`config.mk`:
```
export PLATFORM = sky130hd
export DESIGN_NAME = checkbits_monitor
export DESIGN_NICKNAME = d
export VERILOG_FILES = /design/src/rtl/checkbits_monitor.sv
export SDC_FILE = /design/constraint.sdc
export NUM_CORES = 1
export LEC_CHECK = 0
export CAP_MARGIN = 15
export CORE_MARGIN = 5
export CORE_UTILIZATION = 44
export DETAILED_ROUTE_END_ITERATION = 8
export GPL_ROUTABILITY_DRIVEN = 0
export PLACE_DENSITY = 0.78
export SLEW_MARGIN = 20
export SYNTH_ARGS = -nofsm -noshare
export SYNTH_HDL_FRONTEND = slang
export SYNTH_SLANG_ARGS = --single-unit
export TNS_END_PERCENT = 10
```
`constraint.sdc`:
```
create_clock -name wb_clk_i -period 2.5 [get_ports wb_clk_i]
set_input_delay 0.5 -clock wb_clk_i [delete_from_list [all_inputs] [get_ports wb_clk_i]]
set_output_delay 0.5 -clock wb_clk_i [all_outputs]
set_load 0.01 [all_outputs]
```
`src/rtl/checkbits_monitor.sv`:
```
// checkbits_monitor: steps GPIO checkbits through a programmed code sequence with a per-stage timeout
// Ports: wb_clk_i clock, wb_rst_i async reset; start_i arms; checkbits_i raw GPIO; expect_i stage codes
// (stage k at [k*WIDTH +: WIDTH]); timeout_i per-stage limit (0 = none); fail_code_i abort code;
// busy_o/done_o/pass_o/fail_o/timed_out_o status; stage_o stages matched; last_code_o last qualified code.
// Define CHECKBITS_FAIL_CODE_EN to let a qualified fail_code_i end the sequence.
module checkbits_monitor #(
  parameter int WIDTH = 16,
  parameter int STAGES = 4,
  parameter int TIMEOUT_W = 24,
  parameter int SYNC_STAGES = 2,
  parameter int STABLE_CYCLES = 4
) (
  input  logic                           wb_clk_i,
  input  logic                           wb_rst_i,
  input  logic                           start_i,
  input  logic [WIDTH-1:0]               checkbits_i,
  input  logic [STAGES*WIDTH-1:0]        expect_i,
  input  logic [TIMEOUT_W-1:0]           timeout_i,
  input  logic [WIDTH-1:0]               fail_code_i,
  output logic                           busy_o,
  output logic                           done_o,
  output logic                           pass_o,
  output logic                           fail_o,
  output logic                           timed_out_o,
  output logic [$clog2(STAGES+1)-1:0]    stage_o,
  output logic [WIDTH-1:0]               last_code_o
);
  localparam int SW = $clog2(STAGES + 1);
  localparam int CW = $clog2(STABLE_CYCLES + 1);
  localparam int SB = SYNC_STAGES * WIDTH;
  typedef enum logic [1:0] {IDLE, RUN, DONE} state_t;
  state_t state;
  logic [SYNC_STAGES-1:0][WIDTH-1:0] sync, sync_nxt;
  logic [WIDTH-1:0] s, exp_code;
  logic [CW-1:0] stable_cnt;
  logic [TIMEOUT_W-1:0] tmo_cnt;
  logic qual, match, fail_hit, tmo_hit, last_stage;
  assign sync_nxt = SB'({sync, checkbits_i});
  assign s = sync[SYNC_STAGES-1];
  // stable_cnt saturates one past the threshold so each stable run qualifies exactly once
  assign qual = stable_cnt == CW'(STABLE_CYCLES - 1);
  assign exp_code = expect_i[stage_o*WIDTH +: WIDTH];
  assign match = qual && s == exp_code;
  assign last_stage = stage_o == SW'(STAGES - 1);
  assign tmo_hit = timeout_i != '0 && tmo_cnt == timeout_i - 1'b1;
`ifdef CHECKBITS_FAIL_CODE_EN
  assign fail_hit = qual && s == fail_code_i;
`else
  logic unused_fail_code;
  assign unused_fail_code = ^fail_code_i;
  assign fail_hit = 1'b0;
`endif
  always_ff @(posedge wb_clk_i or posedge wb_rst_i)
    if (wb_rst_i) begin
      state <= IDLE;
      sync <= '0;
      stable_cnt <= '0;
      tmo_cnt <= '0;
      busy_o <= 1'b0;
      done_o <= 1'b0;
      pass_o <= 1'b0;
      fail_o <= 1'b0;
      timed_out_o <= 1'b0;
      stage_o <= '0;
      last_code_o <= '0;
    end else begin
      sync <= sync_nxt;
      stable_cnt <= sync_nxt[SYNC_STAGES-1] != s ? '0 : stable_cnt + CW'(stable_cnt != CW'(STABLE_CYCLES));
      if (qual) last_code_o <= s;
      if (state == RUN) begin
        tmo_cnt <= tmo_cnt + TIMEOUT_W'(~&tmo_cnt);
        if (fail_hit) begin
          fail_o <= 1'b1;
          done_o <= 1'b1;
          busy_o <= 1'b0;
          state <= DONE;
        end else if (match) begin
          stage_o <= stage_o + 1'b1;
          tmo_cnt <= '0;
          if (last_stage) begin
            pass_o <= 1'b1;
            done_o <= 1'b1;
            busy_o <= 1'b0;
            state <= DONE;
          end
        end else if (tmo_hit) begin
          timed_out_o <= 1'b1;
          done_o <= 1'b1;
          busy_o <= 1'b0;
          state <= DONE;
        end
      end else if (start_i) begin
        state <= RUN;
        busy_o <= 1'b1;
        stage_o <= '0;
        tmo_cnt <= '0;
        done_o <= 1'b0;
        pass_o <= 1'b0;
        fail_o <= 1'b0;
        timed_out_o <= 1'b0;
      end
    end
endmodule

```
==> results.sh, run 1 <==
export IMPL_power_leakage_nw=3.33
export IMPL_grt_max_degree=38
export IMPL_end_kind="register"
export IMPL_die_height_um=118
export IMPL_finalInstanceArea_um2=7900
export IMPL_hold_start="sync[14]$_DFF_PP0_"
export IMPL_htree_num_levels=3
export IMPL_grt_use_met1_pct=26.3
export IMPL_worstHoldPathType="register to register"
export IMPL_numPortBuffers=129
export IMPL_grt_use_met3_pct=6.11
export IMPL_cts_hold_buf=0
export IMPL_pre_cts_slack_ns=-1.19
export IMPL_synth_ff_type="dfrtp_1"
export IMPL_grt_usage_pct=23.0
export IMPL_min_to="s[14]$_DFF_PP0_"
export IMPL_worst_ir_drop_vdd_mv=0.359
export IMPL_grt_use_met2_pct=40.8
export IMPL_finalHoldViolations=0
export IMPL_clock_sinks=82
export IMPL_antennaDiodeCount=0
export IMPL_critPathLaunchType="register"
export IMPL_drc=0
export IMPL_yosysTopAreaCellShare_pct=39.7
export IMPL_violations="negative setup slack"
export IMPL_crit_buf_inv=1
export IMPL_post_synth_top_area_cell="dfrtp_1"
export IMPL_routed_wl_um=16300
export IMPL_clkPwrFrac_pct=33.7
export IMPL_antenna_found_initial=0
export IMPL_wl_per_cell_um=18.3
export IMPL_synth_most_common_cell="dfrtp_1"
export IMPL_ys_async_sr_fraction_pct=100
export IMPL_clk_latency_ns=0.35
export IMPL_ys_seq_elements=82
export IMPL_min_path_cells=0
export IMPL_r2r_cells=9
export IMPL_clock_path_buffers=2
export IMPL_via_per_inst=5.81
export IMPL_p_int_mw=2.60
export IMPL_io_pins=147
export IMPL_path_cells="mux2i_2, a22o_1, or3_4, a2111oi_2, nand4_1, and2_4, buf_6, a21oi_1, o21ai_0"
export IMPL_ant_nets=0
export IMPL_drive_gt1_share_pct=28.8
export IMPL_setup_ws_ns=-0.360
export IMPL_final_nets=872
export IMPL_r2r_start="stage_o[1]$_DFFE_PP0P_"
export IMPL_critPathMaxFanout=12
export IMPL_dr_total_vias=5164
export IMPL_cp_arrival_ns=3.07
export IMPL_dr_pass1_iters=5
export IMPL_busiest_layer="met2"
export IMPL_grt_first_pass_wirelength_um=26700
export IMPL_syn_area_um2=5170
export IMPL_skew_ns=0.00691
export IMPL_clkSlewWorstSetupHoldPaths_ns=0.07
export IMPL_layout_min_cycle_time_ns=2.86
export IMPL_cts_root_buffer="clkbuf_16"
export IMPL_place_hpwl_um=12400
export IMPL_slew_headroom_pct=57.3
export IMPL_status="finished with violations"
export IMPL_power_switching_share_pct=29.7
export IMPL_numCtsBuffers=9
export IMPL_core_area_um2=11500
export IMPL_synthCells=521
export IMPL_timing_final_crit_share_pct=114
export IMPL_rrSetupSlack_ns=-0.36
export IMPL_rsz0062_at_grt="true"
export IMPL_ys_seq_area_share_pct=39.7
export IMPL_yosys_top_cells_count="dfrtp_1, nand2_1, nor2_1"
export IMPL_yosys_top_cells_area="dfrtp_1, mux4_2, xnor2_1"
export IMPL_area_growth_pct=52.7
export IMPL_crit_family="compound AO/OA/AOI/OAI gates"
export IMPL_cap_violations=0
export IMPL_avgSynthCellArea_um2=9.92
export IMPL_synth_cell_types=59
export IMPL_power_density_nw_per_um2=468
export IMPL_post_dp_cell_area_um2=7290
export IMPL_cts_tree="done"
export IMPL_tightest_slew_ns=0.640
export IMPL_fin_util_pct=68.8
export IMPL_critPathRequiredTime_ns=2.71
export IMPL_seqPwrFrac_pct=40.8
export IMPL_ys_warnings_count=0
export IMPL_drt_iter0_markers=321
export IMPL_critical_path_slowest_cell="dfrtp_4"
export IMPL_die_w_um=118
export IMPL_fillCellCount=797
export IMPL_initial_core_util_pct=45.1
export IMPL_synth_edff_count=0
export IMPL_rows=39
export IMPL_first_global_vias=5573
export IMPL_switchingPower_mw=1.10
export IMPL_synthesis_nets=652
export IMPL_finalSetupViolCount=31
export IMPL_dieArea_um2=14000
export IMPL_power_frac_comb_pct=25.5
export IMPL_grt_overflow=0
export IMPL_finalMaxSlewViolations=0
export IMPL_cp_slowest_stage_delay_ns=0.58
export IMPL_critPathKind="register to register"
export IMPL_max_freq_mhz=350
export IMPL_rr_endpoint="tmo_cnt[14]$_DFFE_PP0P_"
metrics by stage:
stage                     hold slack [ns]  setup TNS (ns)  cells  power [mW]
after floorplan                     0.372          -14.94    521        1.93
after global placement              0.378          -17.45    862        2.37
after detailed placement            0.378          -19.16    862        2.41
after CTS                           0.398           -5.14    885        3.68
after global routing                0.406          -10.08    889        3.85
final                               0.396           -7.27    889        3.69
timing repair:
| action | in CTS | in global routing |
|---|---|---|
| setup buffers | 7 | 5 |
| gates resized for setup | 91 | 21 |
| endpoints found under the setup margin | 31 | 31 |
| hold endpoints to repair | 0 | 0 |
| pin swaps | 23 | 16 |
power by group through the flow:
stage	Clock [mW]	Combinational [mW]	Sequential [mW]
floorplan	0	0.427	1.50
global placement	0	0.848	1.52
detailed placement	0	0.883	1.53
CTS	1.25	0.919	1.51
global route	1.32	1.01	1.52
finish	1.24	0.940	1.51
cells by family after synthesis:
logic type	after synthesis	synth area share (%)
adder cells (fa/ha/maj)	8	1.94
other	1	0.0726
XOR/XNOR	59	10.0
flip-flops	82	39.7
multiplexers	41	11.5
buffers and inverters	42	3.66
AO/OA/AOI/OAI	79	10.1
AND/OR/NAND/NOR	209	22.9
placed cells by master (no fill, tap or decap), types with 6 or more instances in the layout:
cell type / synthesis / layout
o21ai_0: 25 / 11
mux4_2: 13 / 13
nand4_1: 16 / 16
clkbuf_16: 0 / 9
o21ai_1: 1 / 13
mux2_2: 19 / 19
inv_1: 19 / 16
xnor2_1: 30 / 28
nand2_1: 38 / 38
nand2b_1: 7 / 7
dfrtp_1: 82 / 81
nand3_1: 23 / 19
and3_1: 15 / 15
or4_4: 2 / 8
xor2_1: 29 / 29
or3_1: 11 / 8
mux2i_1: 9 / 8
nor2_1: 33 / 33
buf_6: 2 / 11
o31ai_1: 7 / 6
a21oi_1: 9 / 9
buf_4: 3 / 93
nor4_1: 9 / 7
nor3_1: 13 / 11
nor2b_1: 7 / 7
clkdlybuf4s50_1: 0 / 111
ha_1: 8 / 7
final cells by class:
| class | count | area, µm² | share of cell area [%] |
|---|---|---|---|
| Tap cell | 143 | 179 | 2.27 |
| Multi-Input combinational cell | 397 | 3210 | 40.6 |
| Clock buffer | 9 | 225 | 2.85 |
| Timing Repair Buffer | 232 | 2100 | 26.7 |
| Inverter | 19 | 72.6 | 0.919 |
| Clock inverter | 7 | 51.3 | 0.650 |
| Sequential cell | 82 | 2060 | 26.0 |
worst register-to-register path, cell delays in order, from the launching register on:
cell       delay (ns)
dfrtp_4          0.58
mux2i_2          0.20
a22o_1           0.23
or3_4            0.35
a2111oi_2        0.41
nand4_1          0.27
and2_4           0.24
buf_6            0.15
a21oi_1          0.17
o21ai_0          0.13
worst max path at each step:
stage	from	end	slack, ns	cells past startpoint
3_5_place_dp	timeout_i[1]	state[0]$_DFFE_PP0P_	-1.19	12
3_3_place_gp	timeout_i[1]	state[0]$_DFFE_PP0P_	-1.11	11
2_1_floorplan	timeout_i[3]	state[1]$_DFFE_PP0P_	-0.41	9
6_report	stage_o[1]$_DFFE_PP0P_	tmo_cnt[14]$_DFFE_PP0P_	-0.36	9
5_1_grt	stage_o[1]$_DFFE_PP0P_	tmo_cnt[14]$_DFFE_PP0P_	-0.47	10
4_1_cts	timeout_i[14]	state[1]$_DFFE_PP0P_	-0.47	10
layer usage:
| metal | wire [µm] | share of wire, % |
|---|---|---|
| met1 | 6180 | 38 |
| met2 | 8270 | 51 |
| met3 | 1320 | 8.1 |
| met4 | 489 | 3.0 |
| met5 | 0 | 0 |
registers in the layout, indices dropped and copies added (netlist names):
signal       cells
last_code_o     16
tmo_cnt         24
sync            16
timed_out_o      1
stable_cnt       3
stage_o          3
state            2
s               16
pass_o           1
(Power assumes the default switching activity.)
==> run 2: changes to the inputs <==
--- a/config.mk
+++ b/config.mk
@@ -10,6 +10,7 @@
 export CORE_UTILIZATION = 44
 export DETAILED_ROUTE_END_ITERATION = 8
 export GPL_ROUTABILITY_DRIVEN = 0
+export GPL_TIMING_DRIVEN = 0
 export PLACE_DENSITY = 0.78
 export SLEW_MARGIN = 20
 export SYNTH_ARGS = -nofsm -noshare
==> constraint.sdc (replaced) <==
create_clock -name wb_clk_i -period 2.6 [get_ports wb_clk_i]
set_input_delay 0.52 -clock wb_clk_i [delete_from_list [all_inputs] [get_ports wb_clk_i]]
set_output_delay 0.52 -clock wb_clk_i [all_outputs]
set_load 0.01 [all_outputs]
==> results.sh, run 2 (same netlist as run 1, synthesis figures left out) <==
export IMPL_post_dp_cell_area_um2=6740
export IMPL_end_kind="register"
export IMPL_largest_reg_flops=24
export IMPL_grt_first_pass_wirelength_um=25600
export IMPL_cts_tree="done"
export IMPL_setup_ws_ns=-0.340
export IMPL_antennaDiodeCount=0
export IMPL_fin_util_pct=65.4
export IMPL_finalSetupViolCount=31
export IMPL_crit_buf_inv=5
export IMPL_cp_slowest_stage_delay_ns=0.55
export IMPL_power_density_nw_per_um2=453
export IMPL_final_nets=812
export IMPL_drive_gt1_share_pct=23.9
export IMPL_die_w_um=118
export IMPL_critical_path_slowest_cell="mux4_2"
export IMPL_dr_total_vias=4918
export IMPL_io_pins=147
export IMPL_rows=39
export IMPL_top_register="tmo_cnt"
export IMPL_die_height_um=118
export IMPL_layout_min_cycle_time_ns=2.94
export IMPL_critPathLaunchType="register"
export IMPL_timing_final_crit_share_pct=113
export IMPL_final_cell_mix="clkdlybuf4s50_1, dfrtp_1, nand2_1"
export IMPL_drc=0
export IMPL_dieArea_um2=14000
export IMPL_crit_top_cell="buf_6"
export IMPL_rsz0062_at_grt="true"
export IMPL_slew_headroom_pct=54.0
export IMPL_cts_root_buffer="clkbuf_16"
export IMPL_violations="negative setup slack"
export IMPL_status="finished with violations"
export IMPL_crit_family="simple AND/OR/NAND/NOR gates"
export IMPL_antenna_found_initial=0
export IMPL_initial_core_util_pct=45.1
export IMPL_worst_ir_drop_vdd_mv=0.312
export IMPL_max_freq_mhz=340
export IMPL_cap_violations=0
export IMPL_clock_sinks=82
export IMPL_power_leakage_nw=3.02
export IMPL_finalInstanceArea_um2=7500
export IMPL_holdWs_ns=0.391
export IMPL_tightest_slew_ns=0.684
export IMPL_wl_per_cell_um=19.4
export IMPL_grt_overflow=0
export IMPL_area_growth_pct=45.0
export IMPL_grt_usage_pct=22.5
export IMPL_finalHoldViolations=0
export IMPL_grt_max_degree=47
export IMPL_numPortBuffers=129
export IMPL_place_hpwl_um=11600
export IMPL_clock_path_buffers=2
export IMPL_critPathRequiredTime_ns=2.81
export IMPL_final_common_cell="clkdlybuf4s50_1"
export IMPL_core_area_um2=11500
export IMPL_fillCellCount=885
export IMPL_critPathKind="register to register"
export IMPL_via_per_inst=5.93
export IMPL_path_cells="buf_6, buf_4, buf_16, mux4_2, nor4b_2, nand2_1, a32oi_2, nand4_1, buf_6, buf_6, and3_4, o21ai_2, o31ai_1"
export IMPL_first_global_vias=5170
export IMPL_clkSlewWorstSetupHoldPaths_ns=0.06
export IMPL_htree_num_levels=3
export IMPL_cp_arrival_ns=3.15
export IMPL_finalMaxSlewViolations=0
export IMPL_clk_latency_ns=0.34
export IMPL_numCtsBuffers=9
export IMPL_worstHoldPathType="register to register"
export IMPL_skew_ns=0.00745
export IMPL_routed_wl_um=16100
export IMPL_critPathMaxFanout=5
export IMPL_dr_pass1_iters=5
export IMPL_ant_nets=0
export IMPL_drt_iter0_markers=441
-- run 2: layout make-up --
cell class	count	area [µm²]	area share (%)
plain buffers	20	156	2.09
inverters	19	73.8	0.985
well taps	143	179	2.39
repair buffers	152	1490	19.9
multi-input cells	397	3280	43.7
flip-flops and latches	82	2060	27.4
clock buffers	10	229	3.05
clock inverters	6	33.8	0.451
-- run 2: per-layer routing --
layer | share of wire (%) | global-route usage [%]
met5 | 0 | 0
met2 | 53 | 40.8
met4 | 3.2 | 8.72
met1 | 37 | 24.7
met3 | 7.5 | 6.54
-- run 2: worst paths after layout --
| check | endpoint | startpoint | slack, ns | cells past startpoint |
|---|---|---|---|---|
| max | tmo_cnt[9]$_DFFE_PP0P_ | stage_o[0]$_DFFE_PP0P_ | -0.34 | 13 |
| min | s[1]$_DFF_PP0_ | sync[1]$_DFF_PP0_ | 0.39 | 0 |
| max reg2reg | tmo_cnt[9]$_DFFE_PP0P_ | stage_o[0]$_DFFE_PP0P_ | -0.34 | 13 |
| min reg2reg | s[1]$_DFF_PP0_ | sync[1]$_DFF_PP0_ | 0.39 | 0 |
| max in group asynchronous | s[4]$_DFF_PP0_ | wb_rst_i | 1.43 | 3 |
| min in group asynchronous | s[11]$_DFF_PP0_ | wb_rst_i | 0.57 | 2 |
-- run 2: per-stage QoR --
step / instances / setup slack, ns / setup TNS [ns] / power, mW
after detailed placement: 794 / -1.26 / -25.83 / 2.18
after CTS: 825 / -0.315 / -5.70 / 3.36
after floorplan: 521 / -0.329 / -5.42 / 1.86
after global routing: 829 / -0.451 / -11.12 / 3.55
final: 829 / -0.340 / -7.47 / 3.40
after global placement: 793 / -1.45 / -121.91 / 2.14
-- run 2: power breakdown --
group | switching (mW) | internal, mW
combinational | 0.372 | 0.411
sequential | 0.114 | 1.35
clock | 0.503 | 0.640
-- run 2: timing repair --
| action | in CTS | in global routing |
|---|---|---|
| setup buffers | 17 | 4 |
| endpoints found under the setup margin | 31 | 31 |
| pin swaps | 34 | 18 |
| gates resized for setup | 118 | 27 |
| cloned | 1 | 0 |
| hold buffers | 0 | 0 |
==> run 3: changes to the inputs <==
--- a/config.mk
+++ b/config.mk
@@ -16,4 +16,4 @@
 export SYNTH_ARGS = -nofsm -noshare
 export SYNTH_HDL_FRONTEND = slang
 export SYNTH_SLANG_ARGS = --single-unit
-export TNS_END_PERCENT = 10
+export TNS_END_PERCENT = 30
==> results.sh, run 3 (same netlist as run 1, synthesis figures left out) <==
export IMPL_status="finished with violations"
export IMPL_violations="negative setup slack"
export IMPL_finalHoldViolations=0
export IMPL_wl_per_cell_um=18.9
export IMPL_multi_input_area_um2=3290
export IMPL_worstHoldPathType="register to register"
export IMPL_clkSlewWorstSetupHoldPaths_ns=0.06
export IMPL_fillCellCount=802
export IMPL_die_height_um=118
export IMPL_fin_util_pct=67.2
export IMPL_largest_reg_flops=24
export IMPL_cp_arrival_ns=3.11
export IMPL_grt_first_pass_wirelength_um=25600
export IMPL_end_kind="register"
export IMPL_crit_top_cell="buf_6"
export IMPL_finalSetupViolCount=31
export IMPL_path_cells="buf_6, buf_6, mux4_2, nor2_1, or4_1, nor4b_2, nand4_1, buf_6, and2_4, and3_4, a211o_1"
export IMPL_drc=0
export IMPL_clk_latency_ns=0.34
export IMPL_regArea_um2=2060
export IMPL_numPortBuffers=129
export IMPL_htree_num_levels=3
export IMPL_grt_use_met3_pct=5.64
export IMPL_antenna_found_initial=0
export IMPL_rows=39
export IMPL_drt_iter0_markers=356
export IMPL_drive_gt1_share_pct=25.1
export IMPL_worst_ir_drop_vdd_mv=0.341
export IMPL_die_w_um=118
export IMPL_switchingPower_mw=0.984
export IMPL_core_area_um2=11500
export IMPL_max_freq_mhz=347
export IMPL_critical_path_slowest_cell="or4_1"
export IMPL_slew_headroom_pct=54.3
export IMPL_critPathRequiredTime_ns=2.82
export IMPL_top_register="tmo_cnt"
export IMPL_power_density_nw_per_um2=473
export IMPL_area_growth_pct=49.1
export IMPL_skew_ns=0.00543
export IMPL_io_pins=147
export IMPL_finalMaxSlewViolations=0
export IMPL_grt_overflow=0
export IMPL_grt_use_met2_pct=39.9
export IMPL_cts_tree="done"
export IMPL_holdWs_ns=0.390
export IMPL_timing_final_crit_share_pct=111
export IMPL_cap_violations=0
export IMPL_grt_usage_pct=22.2
export IMPL_routed_wl_um=15900
export IMPL_post_dp_cell_area_um2=6830
export IMPL_via_per_inst=5.88
export IMPL_dieArea_um2=14000
export IMPL_antennaDiodeCount=0
export IMPL_dr_total_vias=4944
export IMPL_power_leakage_nw=3.10
export IMPL_final_common_cell="clkdlybuf4s50_1"
export IMPL_cp_slowest_stage_delay_ns=0.51
export IMPL_first_global_vias=5230
export IMPL_busiest_layer="met2"
export IMPL_critPathMaxFanout=6
export IMPL_pre_cts_slack_ns=-1.27
export IMPL_critPathKind="register to register"
export IMPL_clock_sinks=82
export IMPL_p_int_mw=2.66
export IMPL_setup_ws_ns=-0.285
export IMPL_initial_core_util_pct=45.1
export IMPL_numCtsBuffers=9
export IMPL_power_switching_share_pct=27.0
export IMPL_ant_nets=0
export IMPL_place_hpwl_um=11800
export IMPL_clock_path_buffers=2
export IMPL_tightest_slew_ns=0.685
export IMPL_rsz0062_at_grt="true"
export IMPL_final_nets=824
export IMPL_cts_hold_buf=0
export IMPL_power_frac_comb_pct=21.5
export IMPL_final_cell_mix="clkdlybuf4s50_1, dfrtp_1, nand2_1"
export IMPL_cts_root_buffer="clkbuf_16"
export IMPL_dr_pass1_iters=6
export IMPL_seqPwrFrac_pct=40.2
export IMPL_finalInstanceArea_um2=7710
export IMPL_grt_max_degree=28
export IMPL_grt_use_met1_pct=24.5
export IMPL_critPathLaunchType="register"
export IMPL_layout_min_cycle_time_ns=2.89
export IMPL_clkPwrFrac_pct=38.3
==> run 3: cell count changes in the layout (fill, tap and decap cells not counted), sizes merged <==
cell           change
bufinv             +2
clkinvlp           +1
clkinv             -4
inv                -1
buf               +16
dlygate4sd2        -2
nand2              +1
clkbuf             +1
clkdlybuf4s15      -2
==> run 3: critical path, delay by kind of cell, from the launching register on <==
kind / cells / cell delay [ns]
AND/OR/NAND/NOR: 6 / 1.31
buffers and inverters: 3 / 0.43
flip-flops: 1 / 0.39
multiplexers: 1 / 0.37
AO/OA/AOI/OAI: 1 / 0.27
==> run 3: worst paths after layout <==
| path | start | to | slack (ns) | cells past startpoint |
|---|---|---|---|---|
| setup / recovery | stage_o[0]$_DFFE_PP0P_ | tmo_cnt[16]$_DFFE_PP0P_ | -0.29 | 11 |
| hold / removal | sync[15]$_DFF_PP0_ | s[15]$_DFF_PP0_ | 0.39 | 0 |
| setup reg to reg | stage_o[0]$_DFFE_PP0P_ | tmo_cnt[16]$_DFFE_PP0P_ | -0.29 | 11 |
| hold reg to reg | sync[15]$_DFF_PP0_ | s[15]$_DFF_PP0_ | 0.39 | 0 |
| max in group asynchronous | wb_rst_i | s[3]$_DFF_PP0_ | 1.43 | 4 |
| min in group asynchronous | wb_rst_i | tmo_cnt[19]$_DFFE_PP0P_ | 0.52 | 2 |
==> run 3: layer usage <==
metal  routed length (µm)  up-vias
met2                 8230      222
met5                    0        -
met3                 1110       45
met4                  533        0
li1                     -     2276
met1                 5990     2401
==> run 3: layout make-up <==
| cell class | instances | share of cell area [%] |
|---|---|---|
| multi-input combinational | 398 | 42.7 |
| clock inverter | 4 | 0.958 |
| clock buffer | 12 | 3.33 |
| tap | 143 | 2.32 |
| buffer | 20 | 1.93 |
| timing repair buffer | 163 | 21.1 |
| inverter | 19 | 1.01 |
| sequential | 82 | 26.7 |
==> run 3: power groups by stage <==
stage / Combinational [mW] / Sequential, mW / Clock [mW]
final: 0.783 / 1.46 / 1.39
after global routing: 0.859 / 1.47 / 1.47
after CTS: 0.757 / 1.46 / 1.41
after detailed placement: 0.718 / 1.48 / 0
after global placement: 0.676 / 1.47 / 0
after floorplan: 0.414 / 1.45 / 0
==> run 3: timing repair <==
action | in CTS | in global routing
pin swaps | 27 | 18
gates cloned | 3 | 1
setup buffers | 23 | 5
resized for setup | 111 | 39
endpoints found under the setup margin | 31 | 31
==> run 3: per-stage QoR <==
step / setup TNS [ns] / power [mW] / instances
detailed placement: -24.25 / 2.20 / 796
global route: -8.89 / 3.80 / 841
finish: -5.46 / 3.64 / 841
global placement: -22.79 / 2.14 / 793
CTS: -6.87 / 3.62 / 837
floorplan: -2.46 / 1.86 / 521
